===== config.mk =====
export PLATFORM = sky130hd
export DESIGN_NAME = frame_parity_unit
export DESIGN_NICKNAME = d
export VERILOG_FILES = /design/src/rtl/frame_parity_unit.sv
export SDC_FILE = /design/constraint.sdc
export NUM_CORES = 1
export LEC_CHECK = 0
export BUFFER_PORTS_ARGS = -buffer_cell sky130_fd_sc_hd__clkbuf_2
export CELL_PAD_IN_SITES_DETAIL_PLACEMENT = 1
export CELL_PAD_IN_SITES_GLOBAL_PLACEMENT = 1
export CORE_MARGIN = 10
export CORE_UTILIZATION = 40
export CTS_BUF_LIST = sky130_fd_sc_hd__clkbuf_8
export DETAILED_ROUTE_END_ITERATION = 10
export GPL_TIMING_DRIVEN = 0
export PLACE_DENSITY_LB_ADDON = 0.05
export SYNTH_ARGS = -nofsm -noshare
export SYNTH_HDL_FRONTEND = slang
export SYNTH_SLANG_ARGS = --single-unit

===== constraint.sdc =====
create_clock -name clk -period 2.5 [get_ports clk]
set_input_delay 0.25 -clock clk [delete_from_list [all_inputs] [get_ports clk]]
set_output_delay 0.25 -clock clk [all_outputs]
set_load 0.05 [all_outputs]

===== src/rtl/frame_parity_unit.sv =====
// rtl/frame_parity_unit.sv - multi-word frame parity generator/checker with saturating error count
//
// Purpose: reduces each frame of FRAME_LEN WIDTH-bit words to one parity bit
// (even or odd, chosen by the first word of the frame). It can also compare a
// received parity bit against the generated one and count mismatching frames.
//
// Ports:
//   clk        rising-edge clock
//   rst        asynchronous active-high reset
//   in_valid   in_data is valid
//   in_ready   block can accept a word this cycle
//   in_data    data word (WIDTH bits)
//   odd_mode   0 = even, 1 = odd parity; sampled with the first word of a frame
//   chk_en     enable the check; sampled with the last word of a frame
//   chk_bit    received parity bit; sampled with the last word of a frame
//   out_valid  frame result is valid
//   out_ready  consumer accepts the result
//   out_parity generated parity bit for the frame
//   out_err    check mismatch for the frame
//   err_count  saturating count of erroneous frames (CNT_W bits)
module frame_parity_unit #(
  parameter int WIDTH     = 8,
  parameter int FRAME_LEN = 4,
  parameter int CNT_W     = 8
) (
  input  logic             clk,
  input  logic             rst,
  input  logic             in_valid,
  output logic             in_ready,
  input  logic [WIDTH-1:0] in_data,
  input  logic             odd_mode,
  input  logic             chk_en,
  input  logic             chk_bit,
  output logic             out_valid,
  input  logic             out_ready,
  output logic             out_parity,
  output logic             out_err,
  output logic [CNT_W-1:0] err_count
);

  localparam int CW = (FRAME_LEN > 1) ? $clog2(FRAME_LEN) : 1;
  localparam logic [CW-1:0] LAST_IDX = CW'(FRAME_LEN - 1);

  typedef enum logic [1:0] {
    IDLE  = 2'd0,
    ACCUM = 2'd1,
    DONE  = 2'd2
  } state_t;

  state_t           state_q, state_d;
  logic             acc_q, acc_d;
  logic [CW-1:0]    word_cnt_q, word_cnt_d;
  logic             odd_q, odd_d;
  logic             chk_en_q, chk_en_d;
  logic             chk_bit_q, chk_bit_d;
  logic             in_ready_q, in_ready_d;
  logic             out_valid_q, out_valid_d;
  logic             out_parity_q, out_parity_d;
  logic [CNT_W-1:0] err_count_q, err_count_d;

  logic accept;
  logic word_par;
  logic is_last;

  assign accept   = in_valid & in_ready_q;
  assign word_par = ^in_data;

  always_comb begin
    state_d      = state_q;
    acc_d        = acc_q;
    word_cnt_d   = word_cnt_q;
    odd_d        = odd_q;
    chk_en_d     = chk_en_q;
    chk_bit_d    = chk_bit_q;
    out_valid_d  = out_valid_q;
    out_parity_d = out_parity_q;
    err_count_d  = err_count_q;
    is_last      = 1'b0;

    case (state_q)
      IDLE: begin
        if (accept) begin
          // First word replaces the accumulator rather than folding into it.
          acc_d = word_par;
          odd_d = odd_mode;
          if (FRAME_LEN == 1) begin
            word_cnt_d = '0;
            is_last    = 1'b1;
          end else begin
            word_cnt_d = CW'(1);
            state_d    = ACCUM;
          end
        end
      end
      ACCUM: begin
        if (accept) begin
          acc_d = acc_q ^ word_par;
          if (word_cnt_q == LAST_IDX) begin
            word_cnt_d = '0;
            is_last    = 1'b1;
          end else begin
            word_cnt_d = word_cnt_q + 1'b1;
          end
        end
      end
      DONE: begin
        if (out_ready) begin
          state_d     = IDLE;
          out_valid_d = 1'b0;
          if (out_err && (err_count_q != {CNT_W{1'b1}})) begin
            err_count_d = err_count_q + 1'b1;
          end
        end
      end
      default: state_d = IDLE;
    endcase

    // Closing a frame: capture the check inputs and the final parity together.
    if (is_last) begin
      state_d      = DONE;
      out_valid_d  = 1'b1;
      chk_en_d     = chk_en;
      chk_bit_d    = chk_bit;
      out_parity_d = acc_d ^ odd_d;
    end

    // Registered so that in_ready stays low through reset and rises on the
    // first edge afterwards.
    in_ready_d = (state_d != DONE);
  end

  always_ff @(posedge clk or posedge rst) begin
    if (rst) begin
      state_q      <= IDLE;
      acc_q        <= 1'b0;
      word_cnt_q   <= '0;
      odd_q        <= 1'b0;
      chk_en_q     <= 1'b0;
      chk_bit_q    <= 1'b0;
      in_ready_q   <= 1'b0;
      out_valid_q  <= 1'b0;
      out_parity_q <= 1'b0;
      err_count_q  <= '0;
    end else begin
      state_q      <= state_d;
      acc_q        <= acc_d;
      word_cnt_q   <= word_cnt_d;
      odd_q        <= odd_d;
      chk_en_q     <= chk_en_d;
      chk_bit_q    <= chk_bit_d;
      in_ready_q   <= in_ready_d;
      out_valid_q  <= out_valid_d;
      out_parity_q <= out_parity_d;
      err_count_q  <= err_count_d;
    end
  end

  assign in_ready   = in_ready_q;
  assign out_valid  = out_valid_q;
  assign out_parity = out_parity_q;
  // Derived only from registered latches, so it is stable while out_valid is held.
  assign out_err    = chk_en_q & (chk_bit_q ^ out_parity_q);
  assign err_count  = err_count_q;

endmodule


Yosys cells after proc, flatten, opt, wreduce, memory -nomap -nowiden
Cells that the tools add are included.
- register bits: 19
- bits in latches: 0
- memory bits (writable): 0
- ROM bits: 0
- input port bits: 15
- logic and storage cells: 52
- memories kept: 0
- $add $sub $neg: 2
- multipliers: 0
- divide/modulo/power cells: 0
- $lt $le $gt $ge: 0
- equal/unequal tests: 7
- shifts and indexed selects: 0
- mux-type cells: 19
- bitwise operators: 5
- reduce and logical (&&, ||, !) cells: 9
- operator list (kind ; count):
    $mux 2 ; 6
    $mux 1 ; 10
    $add 8x1->8 const B ; 1
    $ne 8x8->1 const B ; 1
    $reduce_xor 8->1 ; 1
    $ne 2x2->1 const B ; 3
    $pmux 2 s3 ; 1
    $reduce_and 3->1 ; 2
    $reduce_bool 2->1 ; 3
    $eq 2x2->1 const B ; 2
    $pmux 2 s2 ; 1
    $xor 1x1->1 ; 3
    $add 2x1->2 const B ; 1
    $and 1x1->1 ; 2
    $eq 2x1->1 const B ; 1
    $logic_not 2->1 ; 1
    $pmux 1 s2 ; 1
    $reduce_and 2->1 ; 1
    $logic_and 1x1->1 ; 1

Longest topological paths before layout
Gate-level depths: netlist (run 1).
- depth after elaboration: 6
- depth in mapped cells: 6
- gate-level depth less buffers: 5

Worst setup path before layout (run 1)
No wires, ideal clock.
- path type: reg2reg
- start point: register out_parity_q (netlist: out_parity)
- end point: register err_count_q[1] (netlist: err_count[1])
- library setup time: 0.128 ns
- arrival time: 1.815 ns
- data required time: 2.372 ns
- slack: 0.557 ns
- cell stages (with the launch flop): 5
- path buffers: 0
- cell sequence: dfrtp_1 -> xor2_1 -> or3b_4 -> a41oi_4 -> mux2_1
- word-level cells in the longest chain between the ends: 4
- ends and longest elaborated chain (what ; RTL line ; RTL):
    start, declared ; 58 ; logic out_parity_q, out_parity_d;
    start signal, assigned ; 153 ; out_parity_q <= out_parity_d;
    $xor 1x1->1 ; 162 ; assign out_err = chk_en_q & (chk_bit_q ^ out_parity_q);
    $and 1x1->1 ; 162 ;
    $logic_and 1x1->1 ; 110 ; if (out_err && (err_count_q != {CNT_W{1'b1}})) begin
    $reduce_and 3->1 (no source line) ; -- ;
    end signal, assigned ; 154 ; err_count_q <= err_count_d;
    end, declared ; 59 ; logic [CNT_W-1:0] err_count_q, err_count_d;
Every way passes these cells.
A chain may end at the register's enable or synchronous reset.

Final worst setup path (run 1)
- start point: register state_q[0]
- end point: register err_count_q[1] (netlist: err_count[1])
- word-level cells in the longest chain between the ends: 2
- ends and longest elaborated chain (what ; RTL line ; RTL):
    start, declared ; 50 ; state_t state_q, state_d;
    start signal, assigned ; 145 ; state_q <= state_d;
    $eq 2x2->1 ; 80 ; case (state_q)
    $reduce_and 3->1 (no source line) ; -- ;
Every way passes these cells.

==> metrics.txt, run 1 <==
Worst Setup Start Kind register; Worst Slack Setup Final 679 ps; post-route minimum period 1820 ps; core area 2450 µm²; Reg power frac 40.4%; share of layout cells above drive strength 1 32.8%; Initial DRT Pass Iterations 2; Slew Limit Fails 0; crit path kind reg -> reg; pwr dens 918 nW/µm²; Final Wtd Congestion 0.717; critical-path cell list buf_6 -> nand3b_4 -> or3b_4 -> a41oi_4 -> mux2_1; die area 4940 µm²; max-cap viol count 0; Layout area overhead 21.0%; worst path required time 2640 ps; Initial DRC Count 28; maximum VDD drop 0.000565 V; clk sinks 19; endpoints failing setup 0; CP arrival 1960 ps; status finished clean; EDFF count, synth 0; wire length per cell 14.5 µm; final WL 2200 µm; Int Pwr 0.000687 W; Ports 27; Via density 5.00; Post-CTS Setup Bufs 0; achievable clock frequency 549 MHz; placed cell area 1180 µm²; mapped cell area 1010 µm²; ys flop type dfrtp_1; hold_buf cts 0; measured slew at the worst slew-check pin 740 ps; post-route core utilization 49.8%; syn nets 109; cells after synthesis 92; Post-layout nets 140; Die Ht 70.3 µm; sw power 0.000436 W; Placement Setup Slack 680 ps; remaining antenna violation count 0; asr flop ratio synth 100%; post-synth cell types 29; post-synthesis sequential area ratio 47.0%; critical path capture point type register; post_cts resized 0; number of core rows 18; Yosys Warn Count 0; Clock Path Buffers 2; # port buffers 26; Num CTS Buffers 3; GRT Residual Overflow 0; Synth Area per Inst 11.0 µm²; Switching Fraction 38.8%; Top delay family on crit path simple AND/OR/NAND/NOR gates; largest net degree at the start of global routing 20; total power 0.00112 W; Finished Cell Area 1220 µm²; DP HPWL 1740 µm; Comb power frac 41.0%; Clock Latency Late Sink 250 ps; Yosys reg bits 19; setup_tns 0 ps; Critical Path Max Stage Delay 430 ps; power share of the clock group 18.6%; slowest CP cell or3b_4; H-tree depth 1; Total GRT Usage 9.47%; relative slew slack 50.6%; root buffer cell clkbuf_8; clock-pin slew of the registers on the worst-case setup and hold paths 70 ps; skew final 1.09 ps; drc violations 0; vias 760; ant diodes 0; crit path max fanout 9; number of global-route vias before repair 843; Starting Density 41.2%; RSZ-0062 raised after global routing false; Worst Path Buf+Inv 1; initial antenna violation count 0; leakage power 0.611 nW; CTS tree done; first-pass GRT wire length 3910 µm; Final Hold Viols 0; die extent in x 70.3 µm; hold crit path type in -> async; Final period util 72.9%
flip-flops by register name, indices dropped and copies added (netlist names):
signal and cells:
word_cnt_q 2, chk_bit_q 1, err_count 8, odd_q 1
out_parity 1, state_q 2, chk_en_q 1, acc_q 1
in_ready 1, out_valid 1
power by group through the flow:
stage | combinational [W] | clock [W] | sequential (W)
floorplan | 0.000296 | 0 | 0.000519
global placement | 0.000447 | 0 | 0.000455
detailed placement | 0.000463 | 0 | 0.000460
CTS | 0.000471 | 0.000215 | 0.000455
global route | 0.000514 | 0.000230 | 0.000467
finish | 0.000460 | 0.000209 | 0.000454
metrics by stage:
stage	hold WS, ps	cells
floorplan	201	92
global placement	391	148
detailed placement	396	148
CTS	122	152
global route	158	152
finish	94.1	152
layout make-up:
class,count,area [µm²]
fillers,278,1230
multi-input cells,66,502
flip-flops and latches,19,475
repair buffers,26,130
clock buffers,3,41.3
well taps,30,37.5
inverters,6,22.5
plain buffers,1,11.3
clock inverters,1,3.75
synth_stat cells (3+ instances only):
master	number	area share (%)
nand3_1	5	2.5
dfrtp_1	19	47
xnor2_1	10	8.7
a21oi_1	3	1.5
xor2_1	6	5.2
inv_1	6	2.2
nand2_1	8	3.0
nor2_1	7	2.6
mux2_2	3	3.3
routing by layer:
metal  part of all wire (%)  routed length (µm)  track usage (%)  up-vias
met5                      0                   0                0        -
li1                       -                   -                -      368
met3                    5.3                 117             3.39        4
met1                     41                 905             10.5      372
met2                     52                1160             16.5       16
met4                    1.0                  23             2.63        0
worst reg2reg max path: stages, from the launching register on:
cell and delay (ps):
dfrtp_1 380, buf_6 140, nand3b_4 150, or3b_4 430, a41oi_4 260, mux2_1 350
path summary, 6_finish.rpt:
| kind | end | cells after the start | slack, ps | start |
|---|---|---|---|---|
| max in group asynchronous | err_count[1] | 2 | 1940 | rst |
| min | chk_en_q | 2 | 90 | rst |
| max reg2reg | err_count[1] | 5 | 680 | state_q[0] |
| min in group clk | chk_en_q | 3 | 210 | chk_en |
| min reg2reg | out_valid | 1 | 480 | out_valid |
| max | err_count[1] | 5 | 680 | state_q[0] |
cells in the final DEF, fill, tap and decap left out, types with 2 or more instances in the layout:
cell and instances:
xor2_1 6, nor2_1 7, nand3_1 5, o21ai_0 2, mux2i_1 2, nor3_1 2
clkbuf_2 26, inv_1 7, clkbuf_8 3, mux2_2 3, ha_1 2, nand2_1 8
dfrtp_1 19, xnor2_1 10, o21a_1 2, a21oi_1 3
logic make-up (layout without fill, tap and decap cells):
| kind of cell | Yosys count | after routing | synth area share (%) |
|---|---|---|---|
| compound gates | 11 | 11 | 9.28 |
| xor+xnor | 16 | 16 | 13.9 |
| fa+ha+maj | 2 | 2 | 2.47 |
| buf+inv | 7 | 37 | 3.34 |
| flops | 19 | 19 | 47.0 |
| mux | 6 | 6 | 6.44 |
| simple gates | 31 | 31 | 17.6 |
Power figures use the tool's default switching activity.
==> run 2: changes to the inputs <==
Settings changed: ABC_AREA from default to 1, CORE_UTILIZATION 40 to 39.
Clock period 2.5 ns to 1.8 ns, I/O delays scaled along.
==> run 2 against run 1 <==
Utilization is 1.5 points lower. Via count up 30%. Clock skew is 0.95 ps higher. Non-clock buffer count is 1 lower. Global-route usage is 0.97 points higher. Synthesized area rose by 9.4%. Synthesized cell count increased by 59%. Sequential share of layout area shrank 2.7 points. Wire length is 21% higher.
==> metrics.txt, run 2 <==
status finished clean; Final Wtd Congestion 0.796; Comb power frac 42.7%; top cells by area, synth dfrtp_1 43%, nand2_1 19%, inv_1 7.8%; first-pass GRT wire length 4510 µm; root buffer cell clkbuf_8; commonest non-fill, non-tap cell in the layout nand2_1; post-synth cell types 21; Starting Density 40.5%; post-synth top area cell dfrtp_1; critical path capture point type register; Synth top area share 43.0%; RSZ-0062 raised after global routing false; remaining antenna violation count 0; top-count cell post-synth nand2_1; EDFF count, synth 0; mapped cell area 1110 µm²; post-synthesis sequential area ratio 43.0%; power share of the clock group 17.8%; Die Ht 73.3 µm; number of global-route vias before repair 1029; max FFs per register 8; syn nets 163; die extent in x 73.3 µm; leakage power 0.790 nW; cells after synthesis 146; Post-layout nets 194; measured slew at the worst slew-check pin 741 ps; Critical Path Max Stage Delay 400 ps; drc violations 0; Yosys Warn Count 0; Layout area overhead 19.6%; Clock Latency Late Sink 250 ps; Num CTS Buffers 3; maximum VDD drop 0.000706 V; critical-path cell list ha_1 -> nand4_2 -> o211ai_4 -> mux2_2; Switching Fraction 44.5%; Total GRT Usage 10.4%; hold crit path type in -> async; GRT Residual Overflow 0; die area 5370 µm²; max-cap viol count 0; final WL 2660 µm; largest net degree at the start of global routing 20; Worst Setup Start Kind register; number of core rows 19; Via density 4.78; post_cts resized 0; crit path max fanout 7; Yosys reg bits 19; slowest CP cell dfrtp_2; Synth Area per Inst 7.58 µm²; crit path kind reg -> reg; wire length per cell 12.9 µm; worst path required time 1940 ps; Initial DRT Pass Iterations 3; Clock Path Buffers 2; CTS tree done; ant diodes 0; endpoints failing setup 0; core area 2730 µm²; setup_tns 0 ps; sw power 0.000728 W; share of layout cells above drive strength 1 24.4%; fill cell count 359; H-tree depth 1; achievable clock frequency 640 MHz; Reg power frac 39.4%; skew final 2.04 ps; post-route minimum period 1560 ps; CP arrival 1710 ps; pwr dens 1240 nW/µm²; clk sinks 19; relative slew slack 50.5%; Ports 27; Worst Path Buf+Inv 0; Final Hold Viols 0; Top delay family on crit path flip-flops; Slew Limit Fails 0; clock-pin slew of the registers on the worst-case setup and hold paths 70 ps; vias 989; Initial DRC Count 25; synth cell count leaders 57 x nand2_1, 23 x inv_1, 19 x dfrtp_1; Post-CTS Setup Bufs 0; hold_buf cts 0; Hold WS 21.9 ps; DP HPWL 2210 µm; most frequent cells in the layout 57 x nand2_1, 26 x clkbuf_2, 24 x inv_1; Final period util 86.8%; # port buffers 26; initial antenna violation count 0; Int Pwr 0.000909 W; ys flop type dfrtp_1; asr flop ratio synth 100%
[run 2: changes by cell type after synthesis, moves of 2 or more]
cell / change
inv_2: +2
xnor2_1: -8
inv_1: +17
mux2i_1: -2
nor2_2: +2
o21a_1: -2
nand2_1: +49
nor2_4: +3
nor2_1: +2
[run 2: stage by stage]
| step | setup WS [ps] | total power (W) | instances | cell area (µm²) | utilization (%) |
|---|---|---|---|---|---|
| after floorplan | 21.5 | 0.00118 | 146 | 1110 | - |
| after global placement | 260 | 0.00133 | 203 | 1280 | 46.7 |
| after detailed placement | 213 | 0.00136 | 203 | 1280 | 46.7 |
| after CTS | 206 | 0.00167 | 207 | 1320 | 48.4 |
| after global routing | 134 | 0.00179 | 207 | 1320 | 48.4 |
| final | 237 | 0.00164 | 207 | 1320 | 48.4 |
[run 2: cells by family after synthesis]
group / Yosys count / share of synthesized area [%]
AOI/OAI and AO/OA: 9 / 5.54
muxes: 2 / 2.04
adders and majority gates: 2 / 2.26
xor gates and xnor gates: 7 / 5.54
buffers and inverters: 25 / 8.48
and+or+nand+nor: 82 / 33.1
DFF: 19 / 43.0
[run 2: worst register-to-register path: stages (launching register included)]
cell and delay [ps]:
dfrtp_2 400, ha_1 210, nand4_2 150, o211ai_4 320
mux2_2 380
[run 2: final timing paths]
path	from	cells after the start	to	slack [ps]
worst max register to register	err_count[0]	4	err_count[1]	240
worst min-delay path	rst	2	err_count[2]	20
min in group clk	chk_bit	3	chk_bit_q	120
worst min register to register	err_count[0]	1	err_count[0]	500
max in group asynchronous	rst	2	err_count[1]	1260
worst max-delay path	err_count[0]	4	err_count[1]	240
[run 2: per-layer routing]
layer  routed length, µm  global-route usage [%]
met1                1080                    10.4
met2                1450                    19.4
met3                 119                    4.31
met4                  17                    2.53
met5                   0                       0
[run 2: power by group through the flow]
stage / logic (W) / clock network (W) / registers (W)
after floorplan: 0.000425 / 0 / 0.000758
after CTS: 0.000714 / 0.000306 / 0.000649
after global placement: 0.000682 / 0 / 0.000649
after detailed placement: 0.000708 / 0 / 0.000657
after global routing: 0.000792 / 0.000332 / 0.000667
final: 0.000699 / 0.000292 / 0.000646
[run 2: area by class of cell]
class	instances	area (µm²)	share of cell area [%]
multi-input combinational	102	537	40.6
sequential	19	478	36.1
timing repair buffer	26	130	9.84
inverter	25	93.8	7.10
clock buffer	3	41.3	3.12
tap	31	38.8	2.93
clock inverter	1	3.75	0.284
